**src/rtl/imm_gen_pipe_pkg.sv**
```systemverilog
// Shared opcode constants, immediate format codes and the opcode-to-format
// lookup for the RV32I immediate generator.
package imm_gen_pipe_pkg;

  localparam logic [6:0] OPC_LOAD   = 7'b0000011;
  localparam logic [6:0] OPC_OP_IMM = 7'b0010011;
  localparam logic [6:0] OPC_AUIPC  = 7'b0010111;
  localparam logic [6:0] OPC_STORE  = 7'b0100011;
  localparam logic [6:0] OPC_LUI    = 7'b0110111;
  localparam logic [6:0] OPC_BRANCH = 7'b1100011;
  localparam logic [6:0] OPC_JALR   = 7'b1100111;
  localparam logic [6:0] OPC_JAL    = 7'b1101111;
  localparam logic [6:0] OPC_SYSTEM = 7'b1110011;

  typedef enum logic [2:0] {
    IMM_FMT_NONE = 3'd0,
    IMM_FMT_I    = 3'd1,
    IMM_FMT_S    = 3'd2,
    IMM_FMT_B    = 3'd3,
    IMM_FMT_U    = 3'd4,
    IMM_FMT_J    = 3'd5
  } imm_fmt_e;

  // Opcodes without the 2'b11 suffix never match, so they fall into NONE.
  function automatic imm_fmt_e opc_fmt(input logic [6:0] opc);
    case (opc)
      OPC_LOAD, OPC_OP_IMM, OPC_JALR, OPC_SYSTEM: opc_fmt = IMM_FMT_I;
      OPC_STORE:                                  opc_fmt = IMM_FMT_S;
      OPC_BRANCH:                                 opc_fmt = IMM_FMT_B;
      OPC_LUI, OPC_AUIPC:                         opc_fmt = IMM_FMT_U;
      OPC_JAL:                                    opc_fmt = IMM_FMT_J;
      default:                                    opc_fmt = IMM_FMT_NONE;
    endcase
  endfunction

endpackage

```
**src/rtl/imm_gen_stage.sv**
```systemverilog
// One valid/ready register slice; the load strobe is computed by the parent
// so the ready chain stays free of combinational loops through the slices.
module imm_gen_stage #(
  parameter int W = 8
) (
  input  logic         clk,
  input  logic         rst_n,
  input  logic         flush,
  input  logic         load,
  input  logic         in_valid,
  input  logic [W-1:0] in_data,
  output logic         out_valid,
  output logic [W-1:0] out_data
);

  always_ff @(posedge clk or negedge rst_n) begin
    if (!rst_n) begin
      out_valid <= 1'b0;
      out_data  <= '0;
    end else begin
      if (flush)     out_valid <= 1'b0;
      else if (load) out_valid <= in_valid;
      // Data only moves with a real beat, so a stalled or drained slice keeps its contents.
      if (load && in_valid && !flush) out_data <= in_data;
    end
  end

endmodule

```
**src/rtl/imm_gen_pipe.sv**
```systemverilog
// Pipelined RV32I immediate generator: combinational decode feeding
// PIPE_DEPTH valid/ready slices, plus a saturating illegal-instruction counter.
module imm_gen_pipe
  import imm_gen_pipe_pkg::*;
#(
  parameter int XLEN       = 32,
  parameter int PIPE_DEPTH = 1,
  parameter int TAG_W      = 32,
  parameter int CNT_W      = 16
) (
  input  logic             i_clk,
  input  logic             i_rst_n,
  input  logic             i_flush,
  input  logic             i_valid,
  output logic             o_ready,
  input  logic [31:0]      i_Instruction,
  input  logic [TAG_W-1:0] i_tag,
  output logic             o_valid,
  input  logic             i_ready,
  output logic [XLEN-1:0]  o_ExtendedImmediate,
  output logic [2:0]       o_fmt,
  output logic             o_illegal,
  output logic [TAG_W-1:0] o_tag,
  output logic [CNT_W-1:0] o_illegal_cnt
);

  localparam int PW = XLEN + 3 + 1 + TAG_W;

  imm_fmt_e           dec_fmt;
  logic signed [31:0] dec_imm32;
  logic [XLEN-1:0]    dec_imm;
  logic               dec_illegal;

  always_comb begin
    dec_fmt   = opc_fmt(i_Instruction[6:0]);
    dec_imm32 = '0;
    case (dec_fmt)
      IMM_FMT_I: dec_imm32 = {{20{i_Instruction[31]}}, i_Instruction[31:20]};
      IMM_FMT_S: dec_imm32 = {{20{i_Instruction[31]}}, i_Instruction[31:25], i_Instruction[11:7]};
      IMM_FMT_B: dec_imm32 = {{20{i_Instruction[31]}}, i_Instruction[7], i_Instruction[30:25],
                              i_Instruction[11:8], 1'b0};
      IMM_FMT_U: dec_imm32 = {i_Instruction[31:12], 12'b0};
      IMM_FMT_J: dec_imm32 = {{12{i_Instruction[31]}}, i_Instruction[19:12], i_Instruction[20],
                              i_Instruction[30:21], 1'b0};
      default:   dec_imm32 = '0;
    endcase
    dec_illegal = (dec_fmt == IMM_FMT_NONE);
    dec_imm     = XLEN'(dec_imm32);
  end

  // vld_pipe[0]/data_pipe[0] are the input beat; index k+1 is slice k's register.
  logic [PIPE_DEPTH:0]         vld_pipe;
  logic [PIPE_DEPTH:0][PW-1:0] data_pipe;
  logic [PIPE_DEPTH-1:0]       load;

  assign vld_pipe[0]  = i_valid;
  assign data_pipe[0] = {dec_imm, dec_fmt, dec_illegal, i_tag};

  // Slice k loads when any slice at or after it is empty, or the consumer takes the head.
  always_comb begin
    logic acc;
    acc  = i_ready;
    load = '0;
    for (int k = PIPE_DEPTH - 1; k >= 0; k--) begin
      acc     = acc | ~vld_pipe[k+1];
      load[k] = acc;
    end
  end

  for (genvar k = 0; k < PIPE_DEPTH; k++) begin : g_slice
    imm_gen_stage #(.W(PW)) u_stage (
      .clk      (i_clk),
      .rst_n    (i_rst_n),
      .flush    (i_flush),
      .load     (load[k]),
      .in_valid (vld_pipe[k]),
      .in_data  (data_pipe[k]),
      .out_valid(vld_pipe[k+1]),
      .out_data (data_pipe[k+1])
    );
  end

  assign o_ready = load[0];
  assign o_valid = vld_pipe[PIPE_DEPTH];
  assign {o_ExtendedImmediate, o_fmt, o_illegal, o_tag} = data_pipe[PIPE_DEPTH];

  logic accept;
  assign accept = i_valid & o_ready & ~i_flush;

  always_ff @(posedge i_clk or negedge i_rst_n) begin
    if (!i_rst_n)                                       o_illegal_cnt <= '0;
    else if (accept && dec_illegal && o_illegal_cnt != '1) o_illegal_cnt <= o_illegal_cnt + CNT_W'(1);
  end

endmodule

```
**config.mk**
```make
export PLATFORM = sky130hd
export DESIGN_NAME = imm_gen_pipe
export DESIGN_NICKNAME = d
export VERILOG_FILES = /design/src/rtl/imm_gen_pipe_pkg.sv /design/src/rtl/imm_gen_stage.sv /design/src/rtl/imm_gen_pipe.sv
export SDC_FILE = /design/constraint.sdc
export NUM_CORES = 1
export LEC_CHECK = 0
export ABC_AREA = 1
export CAP_MARGIN = 20
export CORE_UTILIZATION = 35
export DETAILED_ROUTE_END_ITERATION = 8
export PLACE_DENSITY_LB_ADDON = 0.15
export SLEW_MARGIN = 20
export SYNTH_ARGS = -nofsm -noshare
export SYNTH_HDL_FRONTEND = slang
export SYNTH_SLANG_ARGS = --single-unit
export TNS_END_PERCENT = 30
```
**constraint.sdc**
```tcl
create_clock -name i_clk -period 1.5 [get_ports i_clk]
set_input_delay 0.3 -clock i_clk [delete_from_list [all_inputs] [get_ports i_clk]]
set_output_delay 0.3 -clock i_clk [all_outputs]
set_load 0.01 [all_outputs]
```
### Word-level counts from Yosys, hierarchy flattened

Index checks and enable logic that the tools add are counted.

* add/sub/neg operators: 1
* $mul: 0
* div/mod/pow operators: 0
* magnitude comparators: 0
* equal/unequal tests: 15
* shift operators: 0
* muxes and demuxes: 4
* bitwise operators: 5
* reduce and logical (&&, ||, !) cells: 9

Operator list (number)
* 32-bit case mux with 5 select lines: 1
* 7-bit equality test (second input constant): 4
* 16-bit by 1-bit adder with 16-bit output (second input constant): 1
* 16-bit inequality test (second input constant): 1
* 3-bit case mux with 5 select lines: 1
* 7-bit by 5-bit equality test with 1-bit output (second input constant): 2
* 7-bit by 6-bit equality test with 1-bit output (second input constant): 2
* 7-bit by 2-bit equality test with 1-bit output (second input constant): 1
* 3-bit by 2-bit equality test with 1-bit output (second input constant): 2
* 3-bit equality test (second input constant): 2
* 1-bit logical AND: 4
* 4-bit OR reduction: 1
* 3-bit by 1-bit equality test with 1-bit output (second input constant): 1
* 3-bit logical NOT: 1
* 1-bit AND: 2
* 1-bit two-way mux: 2
* 1-bit inverter: 2
* 2-bit nonzero test: 1
* 2-bit OR reduction: 1
* 1-bit logical NOT: 1
* 1-bit OR: 1

* register bits: 85
* latch bits: 0
* bits in writable memories: 0
* memory bits (read-only): 0
* input port bits: 69
* output and inout port bits: 86
* logic and storage cells: 37
* memories: 0

### Depth between registers and ports, before layout

Gate-level depths: netlist of run 1.

* word-level depth: 6
* depth in mapped cells: 10
* depth with buffers taken out: 9

### Modules after synthesis

Synthesis of run 1 repeated with hierarchy kept, for this count alone.

* cell total of the unflattened synthesis: 576
* area total of the unflattened synthesis: 4471.8 um2

By module, submodules not included
* imm_gen_stage: times used 1, cells an instance 308, area each 2861.5 um2, sequential area each 1726.7 um2
* imm_gen_pipe: times used 1, cells an instance 268, area each 1610.3 um2, sequential area each 400.4 um2

### Least setup slack after synthesis of run 1

Ideal clock, no wire load.

* path type: flip-flop to flip-flop
* start: register o_illegal_cnt[0]
* end: register o_illegal_cnt[3]
* library setup time: 66 ps
* arrival time: 1525 ps
* required time: 1434 ps
* setup slack: -92 ps
* cell stages (with the launch flop): 9
* buffers on the path: 1
* period minus slack after synthesis: 1592 ps
* cell sequence: dfrtp_1 > ha_1 > nand3_2 > nor3_2 > nand3_2 > nand3_2 > buf_6 > nand2_1 > nand2_1

* longest elaborated chain between the ends: 2
* elaborated cells between the ends (all ways): 3
* classes of those cells: add/sub (1); eq/ne (1); reduce/logical (1)

Ends and longest elaborated chain
* from (decl): line imm_gen_pipe.sv:24 `output logic [CNT_W-1:0] o_illegal_cnt`
* from (signal assigned): line imm_gen_pipe.sv:92 `else if (accept && dec_illegal && o_illegal_cnt != '1) o_illegal_cnt <= o_illegal_cnt + CNT_W'(1);`
* branches (longest 2 deep; another with 16-bit by 1-bit adder with 16-bit output)

Parallel ways; which one is timed is not known.
A chain may end at the register's enable or synchronous reset.

### Worst setup path after layout of run 1

* start: register o_illegal_cnt[0]
* end: output o_illegal_cnt[0]

No word-level cell between the ends.

==> results of run 1 <==
==> sequential cells by signal, summed over array words and instances (netlist names) <==
name / count
g_slice.u_stage.out_data: 68
o_illegal_cnt: 16
g_slice.u_stage.out_valid: 1
==> Yosys cell counts, types with 3 or more instances <==
master	instances	area, um^2
nor2_2	3	18.8
a21boi_0	8	60.1
o21ai_0	9	45.0
buf_2	12	60.1
nor2_1	25	93.8
clkbuf_1	8	30.0
nand4_1	39	244
nor3_1	3	15.0
buf_1	4	15.0
nand3_1	35	175
dfrtp_1	85	2130
xnor2_1	5	43.8
nand3_2	5	50.1
nand2_1	269	1010
nand2_2	3	18.8
inv_1	28	105
==> layout make-up <==
class | instances | area, um^2 | share of cell area
clock inverters | 4 | 56.3 | 0.00840
repair buffers | 217 | 2010 | 0.300
well taps | 143 | 179 | 0.0267
multi-input cells | 417 | 1970 | 0.293
clock buffers | 11 | 243 | 0.0362
flip-flops and latches | 85 | 2140 | 0.319
inverters | 30 | 113 | 0.0168
==> worst min-delay path by stage <==
stage / to / slack [ns] / depth (start not counted) / startpoint
2_1_floorplan: g_slice[0].u_stage.out_data[0] / 0.004 / 0 / i_rst_n
3_3_place_gp: o_illegal_cnt[14] / 0.27 / 1 / i_rst_n
3_5_place_dp: o_illegal_cnt[14] / 0.28 / 1 / i_rst_n
4_1_cts: o_illegal_cnt[14] / 0.46 / 2 / i_rst_n
5_1_grt: g_slice[0].u_stage.out_data[18] / 0.49 / 3 / i_tag[18]
6_report: o_illegal_cnt[14] / 0.45 / 2 / i_rst_n
==> through the flow <==
stage	cells	utilization	worst slack, ns
6_report	907	0.577	0.0392
5_1_grt	907	0.577	-0.0389
4_1_cts	902	0.568	0.00292
3_5_place_dp	877	0.542	-0.444
3_3_place_gp	877	0.542	-0.386
2_1_floorplan	558	-	0.0228
==> critical path, cell delays in order, from the launching register on <==
cell,delay [ns]
dfrtp_2,0.42
buf_4,0.17
clkdlybuf4s15_1,0.23
==> per-layer routing <==
metal,GRT usage,up-vias
met5,0,-
met4,0.0693,0
met3,0.0481,11
met2,0.354,121
met1,0.266,1984
li1,-,2192
==> layout by cell type (no fill, tap or decap), drive strengths merged, types with 4 or more instances in the layout <==
cell type        n
nand2          273
dfrtp           85
dlygate4sd2     84
buf             63
clkdlybuf4s50   62
nand3           40
nand4           39
inv             32
nor2            30
clkbuf          11
o21ai            9
a21boi           8
xnor2            5
dlymetal6s2s     5
nor3             4
==> logic make-up after synthesis <==
family,synth area share
AO/OA/AOI/OAI,0.0312
XOR/XNOR,0.0144
adder cells (fa/ha/maj),0.00294
buffers and inverters,0.0556
flip-flops,0.500
AND/OR/NAND/NOR,0.396
==> power groups by stage <==
stage               clock (mW)  combinational (mW)  sequential [mW]
floorplan                    0               0.396             2.83
global placement             0                1.43             2.71
finish                    2.28                1.44             2.64
CTS                       2.34                1.42             2.64
detailed placement           0                1.45             2.72
global route              2.43                1.57             2.66
==> timing repair <==
action | 4_1_cts | 5_1_grt
resized for setup | 97 | 23
hold buffers | 1 | 0
buffers inserted | 9 | 4
endpoints found under the hold margin | 26 | 0
pin swaps | 0 | 2
setup endpoints to repair | 113 | 46
cloned | 0 | 1
==> results by group, run 1 <==
Clocking
  • Sink Count: 85
  • CTS root buffer: clkbuf_16
  • Worst skew pair latency: 0.34 ns
  • Num CTS Buffers: 9
  • TritonCTS clock tree: built
  • H-tree depth: 3
  • CTS max path bufs: 2
  • Clk slew on worst S/H paths: 0.06 ns

GRT
  • Antenna violations before repair: 0
  • Vias in the first global route: 4,194
  • First-pass GRT wire length: 20,800 um
  • GRT Util Overall: 0.210
  • Largest net degree at the start of global routing: 30
  • Grt total ovfl: 0

Power
  • Sw Share: 0.278
  • Seq pwr share: 0.415
  • Int Power: 4.59 mW
  • Max rail drop VDD: 0.000506 V
  • Combinational Power Share: 0.226
  • Clock share of power: 0.359
  • Switching pwr: 1.77 mW
  • Pleak: 3.72 nW
  • Total Power: 6.35 mW
  • Cell Pwr Density: 948 mW/mm^2

Critical path
  • Worst EP required: 1.20 ns
  • Critical path peak fanout: 7
  • Worst Setup Start Kind: flip-flop
  • Kind of critical path: flip-flop to primary output
  • R2R Path Start: o_illegal_cnt[1]
  • R2R depth: 9
  • Critical Path AT: 1.16 ns
  • CP endpoint: o_illegal_cnt[0]
  • Crit. Startpoint: o_illegal_cnt[0]
  • Crit end category: primary output
  • Register-to-register setup slack: 0.06 ns
  • Reg2reg end: o_illegal_cnt[1]

Yosys
  • Synth Warn #: 0
  • Synth async-reset ratio: 1.00
  • Distinct cells, synth: 30
  • #FFs+latches synth: 85
  • Syn avg cell area: 7.62 um^2
  • Syn Inst Count: 558
  • Synthesized Nets: 628
  • Sequential share of the synthesized area: 0.500
  • Post-synth EDFFs: 0
  • Main synth FF type: dfrtp_1
  • Post-Syn Area: 0.00425 mm^2

Timing
  • Max Clk Rate: 685 MHz
  • Worst slew pin tran: 0.446 ns
  • Unrepaired setup endpoints after global routing: yes
  • Max Slew Vio Count: 0
  • Setup violators final: 0
  • Final-report hold violation count: 0
  • Clk_skew: 0.00442 ns
  • Fin Hold WS: 0.449 ns
  • Final Critical Period: 1.46 ns
  • Final TNS setup: 0 ns
  • Tcrit/Tclk final: 0.974
  • Relative slew slack: 0.703

Finish
  • # nets final: 830
  • Diodes inserted: 0
  • Area Overhead vs Synth: 57.6%
  • Fillers: 1,104
  • Fraction of layout cells with a size suffix above 1: 0.147
  • Fin area: 0.00670 mm^2

Worst hold path
  • Hold Crit Class: input pin to async pin

Floorplan
  • Initial Util: 0.366
  • Total Die Area: 0.0126 mm^2
  • IO Pins: 155
  • Die X: 112 um
  • Row cnt: 39
  • Core area: 0.0116 mm^2
  • Chip Height: 112 um

Run
  • Max Cap Viol: 0

Detailed routing
  • First DRT Iteration DRCs: 243
  • Wire per inst: 13.9 um
  • Detail Route Antenna Nets: 0
  • Metal-1 WL: 5580 um
  • DRC viols: 7
  • DR vias/cell: 4.75
  • Via count: 4,308
  • Routed wire length: 12,600 um
  • Max layer used: met4
  • WL met2: 6230 um
  • Met3 WL: 660 um
  • TritonRoute pass-1 iters: 9

Outcome
  • Status: finished with violations
  • Failing checks: design-rule violations

Placed design
  • Port Buffers: 154
  • Detailed placement HPWL: 9350 um
  • Placed inst area: 0.00630 mm^2
  • Gpl congestion: 0.886
No activity file was read; power rests on OpenSTA's default activity.
==> run 2: changes to the inputs <==
CORE_MARGIN = 3   (was not set)
CORE_UTILIZATION = 41   (was 35)
==> results by group, run 2 (same netlist as run 1, synthesis figures left out) <==
Clocking
  • Worst skew pair latency: 0.36 ns (+0.02 ns)
  • Sink Count: 85 (unchanged)
  • CTS root buffer: clkbuf_8
  • Clk slew on worst S/H paths: 0.09 ns (+0.03 ns)
  • TritonCTS clock tree: built
  • Num CTS Buffers: 9 (unchanged)
  • H-tree depth: 3 (unchanged)
  • CTS max path bufs: 2 (unchanged)

Power
  • Pleak: 3.65 nW (-1.9%)
  • Sw Share: 0.272 (-0.00601)
  • Cell Pwr Density: 923 mW/mm^2 (-2.6%)
  • Clock share of power: 0.334 (-0.025)
  • Combinational Power Share: 0.225 (about the same)
  • Max rail drop VDD: 0.000627 V (+24%)
  • Int Power: 4.38 mW (-4.4%)
  • Switching pwr: 1.64 mW (-7.3%)
  • Seq pwr share: 0.441 (+0.026)

Critical path
  • Worst Setup Start Kind: flip-flop
  • Crit end category: primary output
  • CP top delay family: flip-flops
  • Kind of critical path: flip-flop to primary output
  • Critical Path AT: 1.14 ns (-0.02 ns)
  • Worst EP required: 1.20 ns (about the same)
  • R2R depth: 8 (-1)
  • Stages on the worst setup path: 1 (-1)
  • Reg2reg end: o_illegal_cnt[1]
  • Biggest cell delay along the critical path: 0.48 ns (+0.06 ns)
  • R2R Path Start: o_illegal_cnt[1]
  • Register-to-register setup slack: 0.07 ns (about the same)
  • Slowest cell on crit path: dfrtp_2
  • Bufs and invs on worst path: 1 (-1)
  • Crit-path cells: dlygate4sd2_1
  • Critical path peak fanout: 7 (unchanged)

Timing
  • Setup violators final: 0 (unchanged)
  • Final Critical Period: 1.44 ns (-0.0161 ns)
  • Relative slew slack: 0.780 (+0.0770)
  • Worst slew pin tran: 0.330 ns (-0.116 ns)
  • Max Clk Rate: 692 MHz (+1.1%)
  • Max Slew Vio Count: 0 (unchanged)
  • Worst setup margin: 0.0553 ns (+0.0161 ns)
  • Final-report hold violation count: 0 (unchanged)
  • Unrepaired setup endpoints after global routing: yes
  • Tcrit/Tclk final: 0.963 (-0.0108)
  • Clk_skew: 0.00805 ns (+0.00363 ns)
  • Fin Hold WS: 0.381 ns (-0.0675 ns)

Placed design
  • Placed inst area: 0.00621 mm^2 (-1.4%)
  • Detailed placement HPWL: 9150 um (-2.2%)
  • Dpl cells: 859 (-2.1%)
  • Port Buffers: 154 (unchanged)
  • Dpl ws: -0.404 ns (+0.0404 ns)
  • Gpl congestion: 0.879 (-0.82%)

Floorplan
  • Core area: 0.00991 mm^2 (-15%)
  • IO Pins: 155 (unchanged)
  • Initial Util: 0.429 (+0.0630)
  • Chip Height: 108 um (-3.9%)
  • Total Die Area: 0.0116 mm^2 (-7.7%)
  • Die X: 108 um (-3.9%)
  • Row cnt: 36 (-7.7%)

Finish
  • Final Util: 0.658 (+0.0808)
  • Fraction of layout cells with a size suffix above 1: 0.138 (-0.00848)
  • Non-filler cells, final: 886 (-2.3%)
  • Area Overhead vs Synth: 53.3%
  • Fin area: 0.00652 mm^2 (-2.7%)
  • Diodes inserted: 0 (unchanged)
  • Largest register by flop count: g_slice.u_stage.out_data
  • Largest regs: g_slice.u_stage.out_data: 68 flops, o_illegal_cnt: 16 flops, g_slice.u_stage.out_valid: 1 flops
  • Most frequent cells in the layout: nand2_1, dlygate4sd2_1, dfrtp_1
  • Max FFs per register: 68 (unchanged)
  • Commonest non-fill, non-tap cell in the layout: nand2_1
  • # nets final: 819 (-1.3%)

Detailed routing
  • Via count: 4,360 (+1.2%)
  • DRC viols: 0 (-7)
  • First DRT Iteration DRCs: 197 (-19%)
  • TritonRoute pass-1 iters: 4 (-5)
  • DR vias/cell: 4.92 (+3.6%)
  • Routed wire length: 12,600 um (-0.33%)
  • Detail Route Antenna Nets: 0 (unchanged)
  • Wire per inst: 14.2 um (+2.0%)

GRT
  • Grt met2 use: 0.366 (+0.0119)
  • Met3 usage: 0.0360 (-0.0121)
  • Grt peak-use layer: met2
  • GRT Util Overall: 0.218 (+0.00785)
  • Met1 Track Usage GR: 0.280 (+0.0144)
  • Vias in the first global route: 4,165 (-0.69%)
  • First-pass GRT wire length: 20,200 um (-2.9%)
  • Antenna violations before repair: 0 (unchanged)
  • Largest net degree at the start of global routing: 37 (+23%)
  • Grt total ovfl: 0 (unchanged)

Worst hold path
  • Hold Crit Class: input pin to async pin

Run
  • Max Cap Viol: 0 (unchanged)

Outcome
  • Status: finished clean
==> run 2: what timing repair did <==
item                       4_1_cts  5_1_grt
buffers inserted                 9        1
pin swaps                        0        6
hold endpoints to repair        18        0
gates cloned                     0        1
setup endpoints to repair       91       53
gates resized for setup         95       26
hold buffers                     1        0
==> run 2: how the worst max path moves through the flow <==
stage | startpoint | endpoint | slack [ns]
after global placement | i_Instruction[3] | g_slice[0].u_stage.out_data[41] | -0.34
final | o_illegal_cnt[2] | o_illegal_cnt[2] | 0.06
after floorplan | o_illegal_cnt[1] | o_illegal_cnt[3] | 0.02
after global routing | o_illegal_cnt[1] | o_illegal_cnt[1] | -0.04
after CTS | i_Instruction[3] | g_slice[0].u_stage.out_data[51] | -0.01
after detailed placement | i_Instruction[3] | g_slice[0].u_stage.out_data[51] | -0.40
==> run 2: stage by stage <==
| step | total power [mW] | setup TNS (ns) |
|---|---|---|
| after floorplan | 3.23 | 0 |
| after global placement | 4.11 | -20.28 |
| after detailed placement | 4.15 | -22.60 |
| after CTS | 6.04 | -0.0135 |
| after global routing | 6.32 | -0.284 |
| final | 6.02 | 0 |
==> run 2: area by class of cell <==
type | count | area (um^2)
clock inverters | 4 | 95.1
well taps | 133 | 166
flip-flops and latches | 85 | 2140
clock buffers | 11 | 151
repair buffers | 206 | 1920
fillers | 895 | 3390
inverters | 30 | 113
multi-input cells | 417 | 1940
==> run 2: layer usage <==
metal  wire, um  vias up
li1           -     2170
met4        277        0
met5          0        -
met3        569       18
met2       6240      111
met1       5490     2061
==> run 2: power by group through the flow <==
stage               logic (mW)  clock network (mW)  registers, mW
CTS                       1.35                2.05           2.65
detailed placement        1.42                   0           2.73
finish                    1.35                2.01           2.66
floorplan                0.396                   0           2.83
global route              1.50                2.14           2.68
global placement          1.39                   0           2.72
==> run 3: changes to the inputs <==
--- a/config.mk
+++ b/config.mk
@@ -9,3 +9,3 @@
 export CAP_MARGIN = 20
-export CORE_MARGIN = 3
+export CORE_MARGIN = 2
 export CORE_UTILIZATION = 41
--- a/constraint.sdc
+++ b/constraint.sdc
@@ -3,2 +3,2 @@
 set_output_delay 0.3 -clock i_clk [all_outputs]
-set_load 0.01 [all_outputs]
+set_load 0.05 [all_outputs]
==> results by group, run 3 (same netlist as run 1, synthesis figures left out) <==
Timing
  • Final Critical Period: 1.50 ns (+0.0545 ns)
  • Setup violators final: 0 (unchanged)
  • Max Clk Rate: 667 MHz (-3.6%)
  • Worst setup margin: 0.000871 ns (-0.0545 ns)
  • Clk_skew: 0.00823 ns (+0.000186 ns)
  • Max Slew Vio Count: 0 (unchanged)
  • Tcrit/Tclk final: 0.999 (+0.0363)
  • Final-report hold violation count: 0 (unchanged)
  • Worst slew pin tran: 0.396 ns (+0.0655 ns)
  • Unrepaired setup endpoints after global routing: yes
  • Final TNS setup: 0 ns (unchanged)
  • Fin Hold WS: 0.369 ns (-0.0123 ns)
  • Relative slew slack: 0.736 (-0.0436)

Placed design
  • Detailed placement HPWL: 9990 um (+9.2%)
  • Port Buffers: 154 (unchanged)
  • Dpl ws: -0.459 ns (-0.0548 ns)
  • Gpl congestion: 0.946 (+7.6%)

Finish
  • Commonest non-fill, non-tap cell in the layout: nand2_1
  • Most frequent cells in the layout: nand2_1, buf_12, dfrtp_1
  • Multi-input logic area: 0.00201 mm^2 (+3.5%)
  • # nets final: 831 (+1.5%)
  • Final Util: 0.749 (+0.0911)
  • Max FFs per register: 68 (unchanged)
  • Largest regs: g_slice.u_stage.out_data: 68 flops, o_illegal_cnt: 16 flops, g_slice.u_stage.out_valid: 1 flops
  • Fraction of layout cells with a size suffix above 1: 0.281 (+0.143)
  • Sequential cell area: 0.00214 mm^2 (+0.35%)
  • Area Overhead vs Synth: 79.4%
  • Diodes inserted: 0 (unchanged)
  • Largest register by flop count: g_slice.u_stage.out_data
  • Fillers: 728 (-19%)

Clocking
  • CTS max path bufs: 2 (unchanged)
  • Num CTS Buffers: 9 (unchanged)
  • CTS root buffer: clkbuf_8
  • Worst skew pair latency: 0.35 ns (about the same)
  • Sink Count: 85 (unchanged)
  • Clk slew on worst S/H paths: 0.09 ns (about the same)
  • H-tree depth: 3 (unchanged)
  • TritonCTS clock tree: built

Power
  • Cell Pwr Density: 952 mW/mm^2 (+3.1%)
  • Pleak: 3.82 nW (+4.5%)
  • Total Power: 7.27 mW (+21%)
  • Max rail drop VDD: 0.000716 V (+14%)

Detailed routing
  • Routed wire length: 13,400 um (+6.4%)
  • Wire per inst: 14.8 um (+4.5%)
  • Max layer used: met4
  • First DRT Iteration DRCs: 246 (+25%)
  • DRC viols: 0 (unchanged)
  • WL met2: 6750 um (+8.1%)
  • Via count: 4,606 (+5.6%)
  • TritonRoute pass-1 iters: 5 (+1)
  • Detail Route Antenna Nets: 0 (unchanged)
  • Metal-1 WL: 5250 um (-4.5%)
  • Met3 WL: 1140 um (+100%)
  • DR vias/cell: 5.11 (+3.8%)

Critical path
  • Critical path peak fanout: 8 (+1)
  • Register-to-register setup slack: 0.0009 ns (-0.07 ns)
  • Critical Path AT: 1.80 ns (+0.66 ns)
  • Bufs and invs on worst path: 1 (unchanged)
  • R2R Path Start: o_illegal_cnt[1]
  • Worst Setup Start Kind: flip-flop
  • Crit-path cells: ha_4, nand3_2, nor3_4, nand3_4, buf_4, nand3_4, nand2_1, nand2_1
  • Kind of critical path: flip-flop to flip-flop
  • Worst EP required: 1.80 ns (+0.60 ns)
  • Biggest cell delay along the critical path: 0.39 ns (-0.09 ns)
  • Slowest cell on crit path: dfrtp_2
  • CP top delay family: simple AND/OR/NAND/NOR gates
  • Reg2reg end: o_illegal_cnt[0]
  • Crit end category: flip-flop
  • R2R depth: 8 (unchanged)
  • Stages on the worst setup path: 8 (+7)

GRT
  • First-pass GRT wire length: 21,400 um (+5.8%)
  • Largest net degree at the start of global routing: 39 (+5.4%)
  • Vias in the first global route: 4,552 (+9.3%)
  • Grt total ovfl: 0 (unchanged)
  • Antenna violations before repair: 0 (unchanged)
  • GRT Util Overall: 0.239 (+0.0210)

Run
  • Max Cap Viol: 0 (unchanged)

Floorplan
  • Chip Height: 106 um (-1.9%)
  • Core area: 0.0102 mm^2 (+2.8%)
  • Row cnt: 37 (+2.8%)
  • Die X: 106 um (-1.9%)
  • Initial Util: 0.418 (-0.0116)
  • Total Die Area: 0.0112 mm^2 (-3.7%)
  • IO Pins: 155 (unchanged)

Outcome
  • Status: finished clean

Worst hold path
  • Hold Crit Class: input pin to async pin
run 3: changes by cell type in the layout (fill, tap and decap cells not counted), moves of 4 or more:
cell / change
buf_4: +13
buf_12: +86
nand2_2: +4
dlygate4sd2_1: -83
nand2_1: -4
dfrtp_1: -6
dfrtp_2: +6
nand3_4: +4
run 3: stage by stage:
stage                     instance area (um^2)  instances
after global routing                      7630        902
after detailed placement                  7230        879
after CTS                                 7470        896
after global placement                    7230        879
final                                     7630        902
after floorplan                           4300        558
run 3: how the worst max path moves through the flow:
stage | endpoint | from
5_1_grt | o_illegal_cnt[0] | o_illegal_cnt[1]
6_report | o_illegal_cnt[0] | o_illegal_cnt[1]
2_1_floorplan | o_illegal_cnt[12] | o_illegal_cnt[0]
3_3_place_gp | o_illegal_cnt[15] | i_Instruction[4]
3_5_place_dp | g_slice[0].u_stage.out_data[48] | i_Instruction[4]
4_1_cts | o_illegal_cnt[12] | i_Instruction[4]
run 3: repair_timing:
action | 4_1_cts | 5_1_grt
cloned | 0 | 1
pin swaps | 2 | 10
setup buffers | 0 | 5
hold buffers | 1 | 0
gates resized for setup | 3 | 32
hold endpoints to repair | 17 | 0
endpoints found under the setup margin | 30 | 51
run 3: where the power goes:
group	leakage (nW)	switching [mW]	total (mW)	internal [mW]
clock network	0.110	0.886	1.83	0.945
logic	2.60	1.36	2.63	1.27
registers	1.10	0.290	2.81	2.52
total	3.82	2.54	7.27	4.73
run 3: routing by layer:
layer / vias to the layer above / global-route usage
li1: 2189 / -
met1: 2201 / 0.289
met2: 191 / 0.402
met3: 25 / 0.0829
met4: 0 / 0.0714
met5: - / 0
run 3: layout make-up:
| cell class | instances | area share |
|---|---|---|
| clock inverters | 7 | 0.0125 |
| flip-flops and latches | 85 | 0.281 |
| inverters | 30 | 0.0148 |
| repair buffers | 217 | 0.390 |
| clock buffers | 9 | 0.0162 |
| well taps | 136 | 0.0223 |
| multi-input cells | 418 | 0.264 |
